`src/rtl/game_pkg.sv`:
```
// Shared game definitions: state encodings used by the sequencer and the
// display controller, BCD digit constants and a binary-to-BCD helper.
package game_pkg;

  typedef enum logic [2:0] {
    ST_IDLE      = 3'd0,
    ST_COUNTDOWN = 3'd1,
    ST_PLAY      = 3'd2,
    ST_GAMEOVER  = 3'd3
  } game_state_e;

  localparam int              BCD_W       = 4;
  localparam logic [BCD_W-1:0] BLANK_DIGIT = 4'hF;

  // Two-digit BCD for 0..99, used for parameter conversion at elaboration.
  function automatic logic [2*BCD_W-1:0] to_bcd8(input int unsigned v);
    logic [BCD_W-1:0] tens;
    logic [BCD_W-1:0] ones;
    tens = BCD_W'(v / 10);
    ones = BCD_W'(v % 10);
    return {tens, ones};
  endfunction

endpackage

```
`src/rtl/game_sequencer_if.sv`:
```
// Button/hit inputs and display-facing outputs of the game sequencer.
// Inputs are single-cycle pulses; outputs are registered levels (no handshake).
interface game_sequencer_if;
  logic       start_btn;
  logic       abort_btn;
  logic       hit_pulse;
  logic [2:0] current_state;
  logic [3:0] countdown_timer;
  logic [7:0] game_timer_bcd;
  logic [7:0] score_bcd;
  logic       play_start;

  modport master (
    output start_btn, abort_btn, hit_pulse,
    input  current_state, countdown_timer, game_timer_bcd, score_bcd, play_start
  );

  modport slave (
    input  start_btn, abort_btn, hit_pulse,
    output current_state, countdown_timer, game_timer_bcd, score_bcd, play_start
  );
endinterface

```
`src/rtl/tick_prescaler.sv`:
```
// Free-running 0..TICK_DIV-1 counter producing a one-cycle tick on the last
// count; clear restarts it so the next tick is a full period away.
module tick_prescaler #(
  parameter int TICK_DIV = 100000000
) (
  input  logic clk,
  input  logic rst_n,
  input  logic clear,
  output logic tick
);
  localparam int               CNT_W = $clog2(TICK_DIV);
  localparam logic [CNT_W-1:0] LAST  = CNT_W'(TICK_DIV - 1);

  logic [CNT_W-1:0] cnt_q, cnt_d;

  assign tick = (cnt_q == LAST);

  always_comb begin
    cnt_d = cnt_q + CNT_W'(1);
    if (clear || tick) cnt_d = '0;
  end

  always_ff @(posedge clk or negedge rst_n) begin
    if (!rst_n) cnt_q <= '0;
    else        cnt_q <= cnt_d;
  end
endmodule

```
`src/rtl/game_sequencer.sv`:
```
// Master game FSM: IDLE -> COUNTDOWN -> PLAY -> GAMEOVER, producing the
// countdown, BCD play timer and BCD score shown on the seven-segment display.
module game_sequencer
  import game_pkg::*;
#(
  parameter int TICK_DIV    = 100000000,
  parameter int COUNT_START = 5,
  parameter int GAME_SECS   = 30
) (
  input  logic            clk,
  input  logic            rst_n,
  game_sequencer_if.slave bus
);
  localparam logic [7:0] GAME_BCD = to_bcd8(GAME_SECS);
  localparam logic [3:0] CD_START = 4'(COUNT_START);

  game_state_e state_q, state_d;
  logic [3:0]  cd_q, cd_d;
  logic [7:0]  timer_q, timer_d;
  logic [7:0]  score_q, score_d;
  logic        play_start_q, play_start_d;
  logic        tick;

  function automatic logic [7:0] bcd_inc(input logic [7:0] v);
    if (v[3:0] == 4'd9) return {v[7:4] + 4'd1, 4'd0};
    return {v[7:4], v[3:0] + 4'd1};
  endfunction

  function automatic logic [7:0] bcd_dec(input logic [7:0] v);
    if (v[3:0] == 4'd0) return {v[7:4] - 4'd1, 4'd9};
    return {v[7:4], v[3:0] - 4'd1};
  endfunction

  // Any state change restarts the second so each state gets full ticks.
  tick_prescaler #(.TICK_DIV(TICK_DIV)) u_prescaler (
    .clk   (clk),
    .rst_n (rst_n),
    .clear (state_d != state_q),
    .tick  (tick)
  );

  always_comb begin
    state_d      = state_q;
    cd_d         = cd_q;
    timer_d      = timer_q;
    score_d      = score_q;
    play_start_d = 1'b0;
    unique case (state_q)
      ST_IDLE: begin
        cd_d    = 4'd0;
        timer_d = GAME_BCD;
        score_d = 8'h00;
        if (bus.start_btn) begin
          state_d = ST_COUNTDOWN;
          cd_d    = CD_START;
        end
      end
      ST_COUNTDOWN: begin
        if (bus.abort_btn) begin
          state_d = ST_IDLE;
          cd_d    = 4'd0;
          timer_d = GAME_BCD;
          score_d = 8'h00;
        end else if (tick) begin
          if (cd_q > 4'd1) begin
            cd_d = cd_q - 4'd1;
          end else begin
            state_d      = ST_PLAY;
            cd_d         = 4'd0;
            timer_d      = GAME_BCD;
            score_d      = 8'h00;
            play_start_d = 1'b1;
          end
        end
      end
      ST_PLAY: begin
        if (bus.abort_btn) begin
          state_d = ST_IDLE;
          timer_d = GAME_BCD;
          score_d = 8'h00;
        end else begin
          if (bus.hit_pulse && score_q != 8'h99) score_d = bcd_inc(score_q);
          if (tick) begin
            if (timer_q <= 8'h01) begin
              timer_d = 8'h00;
              state_d = ST_GAMEOVER;
            end else begin
              timer_d = bcd_dec(timer_q);
            end
          end
        end
      end
      ST_GAMEOVER: begin
        if (bus.start_btn) begin
          state_d = ST_IDLE;
          timer_d = GAME_BCD;
          score_d = 8'h00;
        end
      end
      default: begin
        state_d = ST_IDLE;
        cd_d    = 4'd0;
        timer_d = GAME_BCD;
        score_d = 8'h00;
      end
    endcase
  end

  always_ff @(posedge clk or negedge rst_n) begin
    if (!rst_n) begin
      state_q      <= ST_IDLE;
      cd_q         <= 4'd0;
      timer_q      <= GAME_BCD;
      score_q      <= 8'h00;
      play_start_q <= 1'b0;
    end else begin
      state_q      <= state_d;
      cd_q         <= cd_d;
      timer_q      <= timer_d;
      score_q      <= score_d;
      play_start_q <= play_start_d;
    end
  end

  assign bus.current_state   = state_q;
  assign bus.countdown_timer = cd_q;
  assign bus.game_timer_bcd  = timer_q;
  assign bus.score_bcd       = score_q;
  assign bus.play_start      = play_start_q;
endmodule

```
`src/flat_wrapper.sv`:
```
// flat-port wrapper written by rule: the top's interface ports become plain ports
module game_sequencer_flat import game_pkg::*;
#(
  parameter int TICK_DIV    = 100000000,
  parameter int COUNT_START = 5,
  parameter int GAME_SECS   = 30
)
  (clk, rst_n, bus_start_btn, bus_abort_btn, bus_hit_pulse, bus_current_state, bus_countdown_timer, bus_game_timer_bcd, bus_score_bcd, bus_play_start);
  game_sequencer_if bus_i ();
  input  logic clk;
  input  logic rst_n;
  input wire logic [$bits(bus_i.start_btn)-1:0] bus_start_btn;
  input wire logic [$bits(bus_i.abort_btn)-1:0] bus_abort_btn;
  input wire logic [$bits(bus_i.hit_pulse)-1:0] bus_hit_pulse;
  output wire logic [$bits(bus_i.current_state)-1:0] bus_current_state;
  output wire logic [$bits(bus_i.countdown_timer)-1:0] bus_countdown_timer;
  output wire logic [$bits(bus_i.game_timer_bcd)-1:0] bus_game_timer_bcd;
  output wire logic [$bits(bus_i.score_bcd)-1:0] bus_score_bcd;
  output wire logic [$bits(bus_i.play_start)-1:0] bus_play_start;
  assign bus_i.start_btn = bus_start_btn;
  assign bus_i.abort_btn = bus_abort_btn;
  assign bus_i.hit_pulse = bus_hit_pulse;
  assign bus_current_state = bus_i.current_state;
  assign bus_countdown_timer = bus_i.countdown_timer;
  assign bus_game_timer_bcd = bus_i.game_timer_bcd;
  assign bus_score_bcd = bus_i.score_bcd;
  assign bus_play_start = bus_i.play_start;
  game_sequencer #(.TICK_DIV(TICK_DIV), .COUNT_START(COUNT_START), .GAME_SECS(GAME_SECS)) u_core (.clk(clk), .rst_n(rst_n), .bus(bus_i));
endmodule
```
`config.mk`:
```
export PLATFORM = sky130hd
export DESIGN_NAME = game_sequencer_flat
export DESIGN_NICKNAME = d
export VERILOG_FILES = /design/src/rtl/game_pkg.sv /design/src/rtl/game_sequencer_if.sv /design/src/rtl/tick_prescaler.sv /design/src/rtl/game_sequencer.sv /design/src/flat_wrapper.sv
export SDC_FILE = /design/constraint.sdc
export NUM_CORES = 1
export LEC_CHECK = 0
export ABC_CLOCK_PERIOD_IN_PS = 3600
export CELL_PAD_IN_SITES_DETAIL_PLACEMENT = 2
export CELL_PAD_IN_SITES_GLOBAL_PLACEMENT = 2
export CORE_UTILIZATION = 40
export DETAILED_ROUTE_END_ITERATION = 6
export DONT_BUFFER_PORTS = 1
export GPL_TIMING_DRIVEN = 0
export PLACE_DENSITY = 0.86
export SLEW_MARGIN = 20
export SYNTH_ARGS = -nofsm -noshare
export SYNTH_HDL_FRONTEND = slang
export SYNTH_HIERARCHICAL = 1
export SYNTH_SLANG_ARGS = --single-unit
```
`constraint.sdc`:
```
create_clock -name clk -period 3.6 [get_ports clk]
set_input_delay 0 -clock clk [delete_from_list [all_inputs] [get_ports clk]]
set_output_delay 0 -clock clk [all_outputs]
set_load 0.02 [all_outputs]
```
==> flow_metrics.tcl <==
set metrics [dict create \
    status "complete, no violations" \
    insertion_delay_ps 310 \
    final_net_count 340 \
    grt_use_total_pct 24.2 \
    max-vdd-ir-drop_v 0.000171 \
    die_height_um 87.4 \
    unrepaired_setup_endpoints_after_global_routing "false" \
    die_w_um 87.4 \
    row_count 30 \
    placement.setup.worst_slack_ps 147 \
    clk_pin_slew_worst_paths_ps 100 \
    grt_start_max_net_pins 52 \
    finished_layout_cell_area_um2 3240 \
    final-max-slew-violation-count 0 \
    comb_power_share_pct 7.7 \
    min_delay_worst_endpoint "u_core/bus.countdown_timer[0]" \
    cts.sinks 51 \
    hold_depth 3 \
    power_switching_w 0.000266 \
    cts_setup_buffers 0 \
    synth_flop_cell "dfrtp_1" \
    core-area_um2 6910 \
    totalPowerFinal_w 0.00105 \
    crit_path_max_fanout 10 \
    synth_area_um2 2920 \
    globalplace.congestion 0.760 \
    leakagePower_nw 1.31 \
    end_kind "flip-flop" \
    initial_antenna_violation_count 0 \
    fin_crit_sh_pct 89.0 \
    share_seq_of_total_power_pct 56.3 \
    nFillCells 771 \
    detail-route-antenna-nets 0 \
    placed_cell_area_um2 3050 \
    route.detailed.vias_per_inst 6.00 \
    post-route-drc-count 0 \
    vias 2538 \
    netlist-cell-type-count 53 \
    cts_buffers 5 \
    clock_power_share_pct 35.9 \
    worst_case_clock_buffer_depth 2 \
    maxClockFrequency_mhz 312 \
    worst_min_delay_path_class "input port to flip-flop" \
    first_pass_grt_wire_length_um 14200 \
    synth-edff-count 0 \
    post_layout_minimum_cycle_time_ps 3200 \
    synthesis.nets 327 \
    wl_um 8560 \
    areaGrowthSynthToFinish_pct 10.8 \
    fin_setup_tns_ps 0 \
    seq_area_frac_synth_pct 43.8 \
    final-setup-viol-count 0 \
    maxCapViolations 0 \
    starting_density_pct 42.3 \
    power_density_nw_per_um2 323 \
    avg_inst_size_synth_um2 9.33 \
    slew_headroom_pct 32.1 \
    antenna-diode-count 0 \
    grt_pass1_vias 2758 \
    timing.final.ws_setup_ps 396 \
    first_iter_violations 96 \
    avgRoutedWirePerCell_um 20.2 \
    pin_count 29 \
    synth-seq-cells 51 \
    synth.yosys.warnings 6 \
    detailedRoute.firstPassIterationCount 4 \
    cp.required_ps 3790 \
    p_int_w 0.000781 \
    holdCritStartpoint "bus_start_btn" \
    drive_gt1_share_pct 9.17 \
    post_synth_inst_count 313 \
    final-hold-violation-count 0 \
    ff2ff_setup_slack_ps 400 \
    global_route.overflow_total 0 \
    worst_reg2reg_path_endpoint "u_core/u_prescaler/cnt_q[20]" \
    dp_hpwl_um 5850 \
    final.setup_skew_ps 3.42 \
    critPathKind "flip-flop to flip-flop" \
    start_of_the_worst_register_to_register_path "u_core/u_prescaler/cnt_q[0]" \
    cts_tree "done" \
    worst_slew_pin_slew_ps 1010 \
    async_reset_ff_share_pct 100 \
    timing.critical_path.from_type "flip-flop" \
    rr_worst_depth 13 \
    cts.root.buffer_cell "clkbuf_8" \
    io_buffer_count 0 \
    power.switching_fraction_pct 25.4 \
    cts-htree-levels 2 \
    die-area_um2 7650 \
    worst_ep_arrival_time_ps 3390 \
]
[cells by family (layout without fill, tap and decap cells)]
group                    count (synthesis)  in the layout  share of synthesized area [%]
AO/OA/AOI/OAI                           76             76                           17.5
XOR/XNOR                                12             12                           3.60
adder cells (fa/ha/maj)                  9              9                           3.86
buffers and inverters                   25             39                           4.28
flip-flops                              51             51                           43.8
multiplexers                             2              2                          0.686
other                                    1              1                          0.128
AND/OR/NAND/NOR                        137            137                           26.1
[metal layers]
layer	wire length, um	global-route usage (%)
met3	235	5.50
met5	0	0
met1	3780	30.0
met4	72	4.77
met2	4480	43.0
[area by class of cell]
| type | instances | area, um2 | share of cell area, % |
|---|---|---|---|
| plain buffers | 9 | 65.1 | 2.01 |
| clock buffers | 7 | 96.3 | 2.98 |
| clock inverters | 1 | 7.51 | 0.232 |
| inverters | 16 | 60.1 | 1.86 |
| multi-input cells | 237 | 1530 | 47.3 |
| flip-flops and latches | 51 | 1280 | 39.5 |
| well taps | 96 | 120 | 3.71 |
| repair buffers | 6 | 77.6 | 2.40 |
[state kept, by name, summed over array words and instances (netlist names)]
signal                      flops
u_core/bus.game_timer_bcd       8
u_core/u_prescaler/cnt_q       27
u_core/bus.score_bcd            8
u_core/bus.countdown_timer      4
u_core/bus.play_start           1
u_core/bus.current_state        3
[cell usage after synthesis (3+ instances only)]
cell type  number  area share, %
a21oi_1        20            3.4
and3_1          3           0.64
and4_1          5            1.5
buf_6           4            1.5
clkbuf_1        4           0.51
dfrtp_1        49             42
ha_1            9            3.9
inv_1          15            1.9
nand2_1        25            3.2
nand3_1        15            2.6
nand3b_1        3           0.77
nand4_1         8            1.7
nor2_1         29            3.7
nor3_1          9            1.5
nor4_1          4           0.86
o21ai_0        23            3.9
o22ai_1         4           0.86
o31ai_1        12            3.1
or3_1           9            1.9
or4_1          12            3.1
xnor2_1         4            1.2
xor2_1          8            2.4
[critical path: stages (launching register included)]
cell     delay (ps)
dfrtp_1         420
ha_1            270
and4_1          310
nand4_2         220
nor4_4          430
nor3_1          100
o21ai_1         330
nand2_1         160
nor2_1          170
or4_1           160
inv_1            90
o41ai_4         130
buf_6           240
a21oi_1          60
[worst max-delay path by stage]
stage	from	endpoint	slack (ps)	depth (start not counted)
6_report	u_core/u_prescaler/cnt_q[0]	u_core/u_prescaler/cnt_q[20]	400	13
5_1_grt	u_core/u_prescaler/cnt_q[0]	u_core/u_prescaler/cnt_q[20]	80	13
4_1_cts	u_core/u_prescaler/cnt_q[0]	u_core/u_prescaler/cnt_q[25]	40	13
3_5_place_dp	u_core/u_prescaler/cnt_q[0]	u_core/u_prescaler/cnt_q[24]	150	13
3_3_place_gp	u_core/u_prescaler/cnt_q[0]	u_core/u_prescaler/cnt_q[24]	-100	13
2_1_floorplan	u_core/u_prescaler/cnt_q[0]	u_core/bus.game_timer_bcd[4]	720	10
[cells in the final DEF, fill, tap and decap left out, types with 3 or more instances in the layout]
cell type,synthesis,layout
a21oi_1,20,20
and3_1,3,3
and4_1,5,5
buf_6,4,4
clkbuf_1,4,4
clkbuf_8,0,7
dfrtp_1,49,49
dlygate4sd3_1,0,5
ha_1,9,9
inv_1,15,15
nand2_1,25,25
nand3_1,15,15
nand3b_1,3,3
nand4_1,8,8
nor2_1,29,29
nor3_1,9,9
nor4_1,4,3
o21ai_0,23,23
o22ai_1,4,4
o31ai_1,12,12
or3_1,9,9
or4_1,12,12
xnor2_1,4,4
xor2_1,8,8
[power by group through the flow]
stage	sequential [W]	combinational (W)	clock, W
floorplan	0.000599	0.0000460	0
global placement	0.000600	0.0000580	0
detailed placement	0.000601	0.0000625	0
CTS	0.000590	0.0000824	0.000389
global route	0.000591	0.0000906	0.000410
finish	0.000590	0.0000810	0.000376
[metrics by stage]
step | hold WS [ps] | util, % | instances
2_1_floorplan | -296 | - | 313
3_3_place_gp | -294 | 44.0 | 409
3_5_place_dp | -294 | 44.1 | 409
4_1_cts | 2.38 | 46.7 | 423
5_1_grt | 17.8 | 46.9 | 423
6_report | 1.66 | 46.9 | 423
[what timing repair did]
action,in CTS,in global routing
hold buffers,6,0
hold endpoints to repair,55,0
endpoints found under the setup margin,0,34
resized for setup,0,1
No activity file was read; power rests on OpenSTA's default activity.
